<file path="config.mk">
export PLATFORM = sky130hd
export DESIGN_NAME = decoder_scan
export DESIGN_NICKNAME = d
export VERILOG_FILES = /design/src/rtl/decoder_scan_pkg.sv /design/src/rtl/decoder_scan_onehot.sv /design/src/rtl/decoder_scan.sv
export SDC_FILE = /design/constraint.sdc
export NUM_CORES = 1
export LEC_CHECK = 0
export CAP_MARGIN = 20
export CORE_AREA = 5 5 60 62
export CTS_CLUSTER_SIZE = 30
export DETAILED_ROUTE_END_ITERATION = 8
export DIE_AREA = 0 0 65 67
export HOLD_SLACK_MARGIN = 0.06
export PLACE_DENSITY = 0.7
export SLEW_MARGIN = 20
export SYNTH_ARGS = -nofsm -noshare
export SYNTH_HDL_FRONTEND = slang
export SYNTH_HIERARCHICAL = 1
export SYNTH_SLANG_ARGS = --single-unit
</file>
<file path="constraint.sdc">
create_clock -name clk -period 2.9 [get_ports clk]
set_input_delay 0.29 -clock clk [delete_from_list [all_inputs] [get_ports clk]]
set_output_delay 0.29 -clock clk [all_outputs]
set_load 0.02 [all_outputs]
</file>
<file path="src/rtl/decoder_scan_pkg.sv">
// decoder_scan_pkg: shared types and helpers for the decoder_scan block.
//   state_e    : controller states (IDLE, DIRECT, SCAN)
//   onehot()   : index -> one-hot vector, sized for the widest supported select
//   Z_INACTIVE : per-bit idle level of z. It is set by DECODER_SCAN_ACTIVE_LOW_EN.
//                When the macro is defined, z is active-low and idles at all-ones.
//                When it is undefined, z is active-high and idles at all-zeros.
package decoder_scan_pkg;

    typedef enum logic [1:0] {
        IDLE   = 2'd0,
        DIRECT = 2'd1,
        SCAN   = 2'd2
    } state_e;

    // onehot() is written for the widest select the block supports.
    // Users cast its result down to OUT_N bits.
    localparam int ONEHOT_MAX_SEL_W = 8;
    localparam int ONEHOT_MAX_N     = 2 ** ONEHOT_MAX_SEL_W;

`ifdef DECODER_SCAN_ACTIVE_LOW_EN
    localparam logic Z_INACTIVE = 1'b1;
`else
    localparam logic Z_INACTIVE = 1'b0;
`endif

    function automatic logic [ONEHOT_MAX_N-1:0] onehot(input logic [ONEHOT_MAX_SEL_W-1:0] idx);
        logic [ONEHOT_MAX_N-1:0] vec;
        vec      = {ONEHOT_MAX_N{1'b0}};
        vec[idx] = 1'b1;
        return vec;
    endfunction

endpackage

</file>
<file path="src/rtl/decoder_scan_onehot.sv">
// decoder_scan_onehot: purely combinational SEL_W -> 2**SEL_W one-hot decode.
// It has no enable and always produces active-high output.
//   sel : index to decode
//   dec : one-hot result, dec[sel] = 1
// SEL_W must not exceed decoder_scan_pkg::ONEHOT_MAX_SEL_W.
module decoder_scan_onehot
    import decoder_scan_pkg::*;
#(
    parameter  int SEL_W = 3,
    localparam int OUT_N = 2 ** SEL_W
) (
    input  logic [SEL_W-1:0] sel,
    output logic [OUT_N-1:0] dec
);

    assign dec = OUT_N'(onehot(ONEHOT_MAX_SEL_W'(sel)));

endmodule

</file>
<file path="src/rtl/decoder_scan.sv">
// decoder_scan: registered N-to-2**N one-hot decoder with an auto-scan mode.
// Build option: DECODER_SCAN_ACTIVE_LOW_EN makes z active-low, with all-ones as the idle value.
// Ports:
//   clk    : rising-edge clock
//   reset  : synchronous active-high reset; it dominates every other input
//   enable : 0 blanks z and holds idx and the dwell counter
//   mode   : 0 = direct decode of sel, 1 = auto-scan
//   sel    : direct index, and the scan start index on scan entry
//   dwell  : cycles per scan step minus one
//   z      : registered one-hot select
//   idx    : current index register
//   wrap   : one-cycle pulse in the cycle after idx steps from OUT_N-1 to 0
module decoder_scan
    import decoder_scan_pkg::*;
#(
    parameter  int SEL_W   = 3,
    parameter  int DWELL_W = 8,
    localparam int OUT_N   = 2 ** SEL_W
) (
    input  logic               clk,
    input  logic               reset,
    input  logic               enable,
    input  logic               mode,
    input  logic [SEL_W-1:0]   sel,
    input  logic [DWELL_W-1:0] dwell,
    output logic [OUT_N-1:0]   z,
    output logic [SEL_W-1:0]   idx,
    output logic               wrap
);

    state_e             state_r;
    state_e             state_s;
    logic [DWELL_W-1:0] cnt_r;
    logic [DWELL_W-1:0] cnt_s;
    logic [SEL_W-1:0]   idx_s;
    logic               wrap_s;
    logic [OUT_N-1:0]   dec_s;
    logic [OUT_N-1:0]   z_s;

    // The decoder looks at the next index, so z is registered together with idx.
    decoder_scan_onehot #(
        .SEL_W (SEL_W)
    ) u_onehot (
        .sel (idx_s),
        .dec (dec_s)
    );

    // Next-state, next index and dwell counter, and the wrap pulse.
    always_comb begin
        state_s = state_r;
        idx_s   = idx;
        cnt_s   = cnt_r;
        wrap_s  = 1'b0;
        if (!enable) begin
            state_s = IDLE;
        end else if (!mode) begin
            state_s = DIRECT;
            idx_s   = sel;
            cnt_s   = {DWELL_W{1'b0}};
        end else begin
            state_s = SCAN;
            case (state_r)
                SCAN: begin
                    // >= instead of == so that lowering dwell below cnt still steps on the next edge.
                    if (cnt_r >= dwell) begin
                        cnt_s  = {DWELL_W{1'b0}};
                        idx_s  = idx + SEL_W'(1'b1);
                        wrap_s = (idx == {SEL_W{1'b1}});
                    end else begin
                        cnt_s  = cnt_r + DWELL_W'(1'b1);
                    end
                end
                IDLE, DIRECT: begin
                    // Scan entry: restart from sel and do not resume the earlier position.
                    idx_s = sel;
                    cnt_s = {DWELL_W{1'b0}};
                end
                default: begin
                    idx_s = sel;
                    cnt_s = {DWELL_W{1'b0}};
                end
            endcase
        end
    end

    // Apply output polarity and blank z while the block is disabled.
    always_comb begin
        z_s = {OUT_N{Z_INACTIVE}};
        if (enable) begin
            z_s = dec_s ^ {OUT_N{Z_INACTIVE}};
        end else begin
            z_s = {OUT_N{Z_INACTIVE}};
        end
    end

    // State and output registers, with synchronous reset.
    always_ff @(posedge clk) begin
        if (reset) begin
            state_r <= IDLE;
            idx     <= {SEL_W{1'b0}};
            cnt_r   <= {DWELL_W{1'b0}};
            wrap    <= 1'b0;
            z       <= {OUT_N{Z_INACTIVE}};
        end else begin
            state_r <= state_s;
            idx     <= idx_s;
            cnt_r   <= cnt_s;
            wrap    <= wrap_s;
            z       <= z_s;
        end
    end

endmodule

</file>
==> impl_metrics.csv <==
group,metric,value,unit
critical_path,criticalPathCategory,"input pin to flip-flop",
cts,ctsRootBufferMaster,"clkbuf_4",
timing,rsz0062_at_grt,"false",
timing,final.period_utilization,83.14,%
logic_synthesis,synth_seq_cells,22,
drt,via_count,995,
power,switching_share,24.60,%
cells_and_area,n_antenna_cell,0,
cells_and_area,area_growth,29.97,%
global_route,grt_pass1_wl,4381,um
logic_synthesis,synth.most_common_cell,"dfxtp_1",
logic_synthesis,postSynthCellCount,131,
logic_synthesis,synth_warnings,6,
power,pwr-share-comb,15.4,%
cts,cts.sinks,22,
floorplanning,initial_utilization,38.28,%
logic_synthesis,synth_common_cells,"dfxtp_1, nand2_1, ha_1, inv_1, and2_1",
hold_path,min_to,"cnt_r[3]",
timing,period_needed,2.411,ns
logic_synthesis,synth_area_leaders,"dfxtp_1, ha_1, and2_1, nand2_1, inv_1",
cts,clk_path_buf_depth,2,
timing,worst_pin_slew,0.4629,ns
cells_and_area,stdcell_area,1481,um2
critical_path,cp.arrival,2.62,ns
placement,dp_hpwl,1949,um
critical_path,reg2reg_slack,0.53,ns
logic_synthesis,synth_seq_area_share,38.64,%
logic_synthesis,ys_types,32,
drt,ant_nets,0,
cells_and_area,n_fill_cell,280,
hold_path,min_from,"cnt_r[3]",
global_route,grt_max_degree,14,
logic_synthesis,netlist_area,1140,um2
floorplanning,fp-row-count,20,
cells_and_area,nets,187,
hold_path,min_path_type,"flip-flop to flip-flop",
drt,drt-vias-per-instance,5.155,
critical_path,worstPathRequired,3.10,ns
cts,h-tree-depth,1,
cells_and_area,finalNonFillerCells,193,
logic_synthesis,synth_edf_count,0,
logic_synthesis,syn_nets,157,
placement,placedCellCount,189,
timing,finClkSkew,0.01610,ns
cells_and_area,multi_input_area,646.9,um2
cts,cts_buffers,3,
placement,gp_routability_congestion,0.7682,
cts,post_cts_buffers,0,
hold_path,hold_depth,2,
critical_path,critPathBufInv,2,
floorplanning,die_h,67,um
logic_synthesis,yosysTopAreaCellShare,38.64,%
cells_and_area,ff_latch_area,440.4,um2
power,internal_power,0.4304,mW
drt,post_drt_wl_per_cell,12.81,um
cts,clock_latency,0.31,ns
cts,path_clk_slew,0.13,ns
logic_synthesis,synth.avg_cell_area,8.701,um2
critical_path,rr_endpoint,"z[3]",
power,p_seq_share,54.8,%
critical_path,crit_chain,"clkdlybuf4s50_1 > inv_1 > ha_1 > a41oi_1 > a21oi_1 > nand2_1 > or4_1 > nand3_1 > and3b_2 > and2_1",
cells_and_area,post_route_cells_drive_above_1_share,7.500,%
drt,dr.pass1.iters,4,
floorplanning,core,2978,um2
drt,wl,2473,um
floorplanning,dieArea,4355,um2
global_route,grt-ovfl-total,0,
timing,max_freq,414.8,MHz
global_route,grt_use_total,12.52,%
global_route,grt_pass1_vias,1044,
critical_path,end_kind,"flip-flop",
logic_synthesis,synthArstFlopShare,0,%
critical_path,worst_path_dominant_cell_family,"simple AND/OR/NAND/NOR gates",
timing,setup_viol,0,
critical_path,max_stage_delay,0.46,ns
placement,placed_area,1445,um2
critical_path,slowest_stage,"clkdlybuf4s50_1",
critical_path,rr_worst_depth,9,
timing,setup_tns,0,ns
floorplanning,ios,27,
cts,cts_tree,"done",
global_route,antenna_found_initial,0,
logic_synthesis,ys.flop_type,"dfxtp_1",
logic_synthesis,synth_top_cell_by_area,"dfxtp_1",
timing,slew_violations,0,
timing,slew_headroom,69.03,%
drt,drt_iter0_markers,47,
cts,hold_buffers,0,
power,p_clk_share,29.8,%
power,p_switching,0.1404,mW
timing,hold_violations,0,
outcome,outcome,"finished, final reports clean",
cts,cts-resized-gates,0,
power,p_leak,0.6364,nW
critical_path,start_kind,"input pin",
power,irDropWorstVdd,0.1823,mV
critical_path,r2r_start,"cnt_r[0]",
power,power_density,385.3,nW/um2
critical_path,crit_fanout,8,
drt,drc_errors,0,
floorplanning,dieWidth,65,um
job,cap_violations,0,
placement,io_buffers,26,
power groups by stage:
stage / sequential (mW) / combinational, mW / clock (mW)
5_1_grt: 0.314 / 0.0981 / 0.188
6_report: 0.313 / 0.0878 / 0.170
2_1_floorplan: 0.326 / 0.0400 / 0
3_3_place_gp: 0.319 / 0.0852 / 0
4_1_cts: 0.313 / 0.0884 / 0.176
3_5_place_dp: 0.320 / 0.0881 / 0
cell usage in the layout (no fill, tap or decap), drive strengths merged:
| master | n |
|---|---|
| dfxtp | 22 |
| buf | 2 |
| a31oi | 2 |
| o311ai | 1 |
| nor4 | 1 |
| nand4b | 1 |
| nand2 | 13 |
| a211oi | 2 |
| nor2b | 1 |
| and3 | 3 |
| inv | 11 |
| and3b | 3 |
| a211o | 1 |
| o21ai | 7 |
| clkbuf | 4 |
| a41oi | 1 |
| a21oi | 6 |
| a21o | 2 |
| nand3b | 1 |
| nand3 | 6 |
| nor3 | 6 |
| nand4 | 2 |
| mux2 | 1 |
| or4 | 2 |
| and2 | 9 |
| clkdlybuf4s50 | 26 |
| a2bb2oi | 1 |
| nor2 | 4 |
| o21a | 1 |
| xor2 | 4 |
| ha | 11 |
| nor3b | 3 |
per-layer routing:
layer,share of wire [%],vias up,track usage (%)
met2,51,24,22.86
li1,-,521,-
met4,0,0,5.541
met1,44,450,14.23
met3,4.6,0,2.024
met5,0,-,0
worst min-delay path: stages, from the launching register on:
cell,delay (ns)
dfxtp_1,0.37
nand2_1,0.07
a31oi_1,0.07
per-stage QoR:
stage	worst slack, ns	power [mW]	hold slack (ns)	utilization (%)
2_1_floorplan	0.7990	0.3657	0.3668	-
3_3_place_gp	0.2783	0.4045	0.5000	48.53
3_5_place_dp	0.1972	0.4077	0.5137	48.53
4_1_cts	0.5303	0.5772	0.5328	49.75
5_1_grt	0.2894	0.6003	0.5731	49.75
6_report	0.4890	0.5708	0.5423	49.75
sequential cells by signal (all words and copies together) (netlist names):
signal and flops:
idx 3, state_r 2, cnt_r 8, wrap 1, z 8
cell type report:
class                      instances  share of cell area [%]
clock buffer                       4                   2.449
multi-input combinational         95                   43.67
tap                               33                   2.787
inverter                          11                   2.787
timing repair buffer              28                   18.58
sequential                        22                   29.73
worst max path at each step:
stage,slack [ns],cells past startpoint,startpoint,endpoint
final,0.49,10,dwell[5],z[3]
after global routing,0.29,9,cnt_r[0],z[4]
after CTS,0.53,10,dwell[5],z[3]
after detailed placement,0.20,10,dwell[5],z[3]
after global placement,0.28,10,dwell[5],z[3]
after floorplan,0.80,9,dwell[5],z[6]
logic make-up (layout without fill, tap and decap cells):
group / Yosys count / after routing / synth area share [%]
buf+inv: 14 / 43 / 4.610
compound gates: 24 / 24 / 13.17
flops: 22 / 22 / 38.64
fa+ha+maj: 11 / 11 / 12.07
xor+xnor: 4 / 4 / 3.073
simple gates: 55 / 55 / 27.44
mux: 1 / 1 / 0.9879
Power figures use the tool's default switching activity.
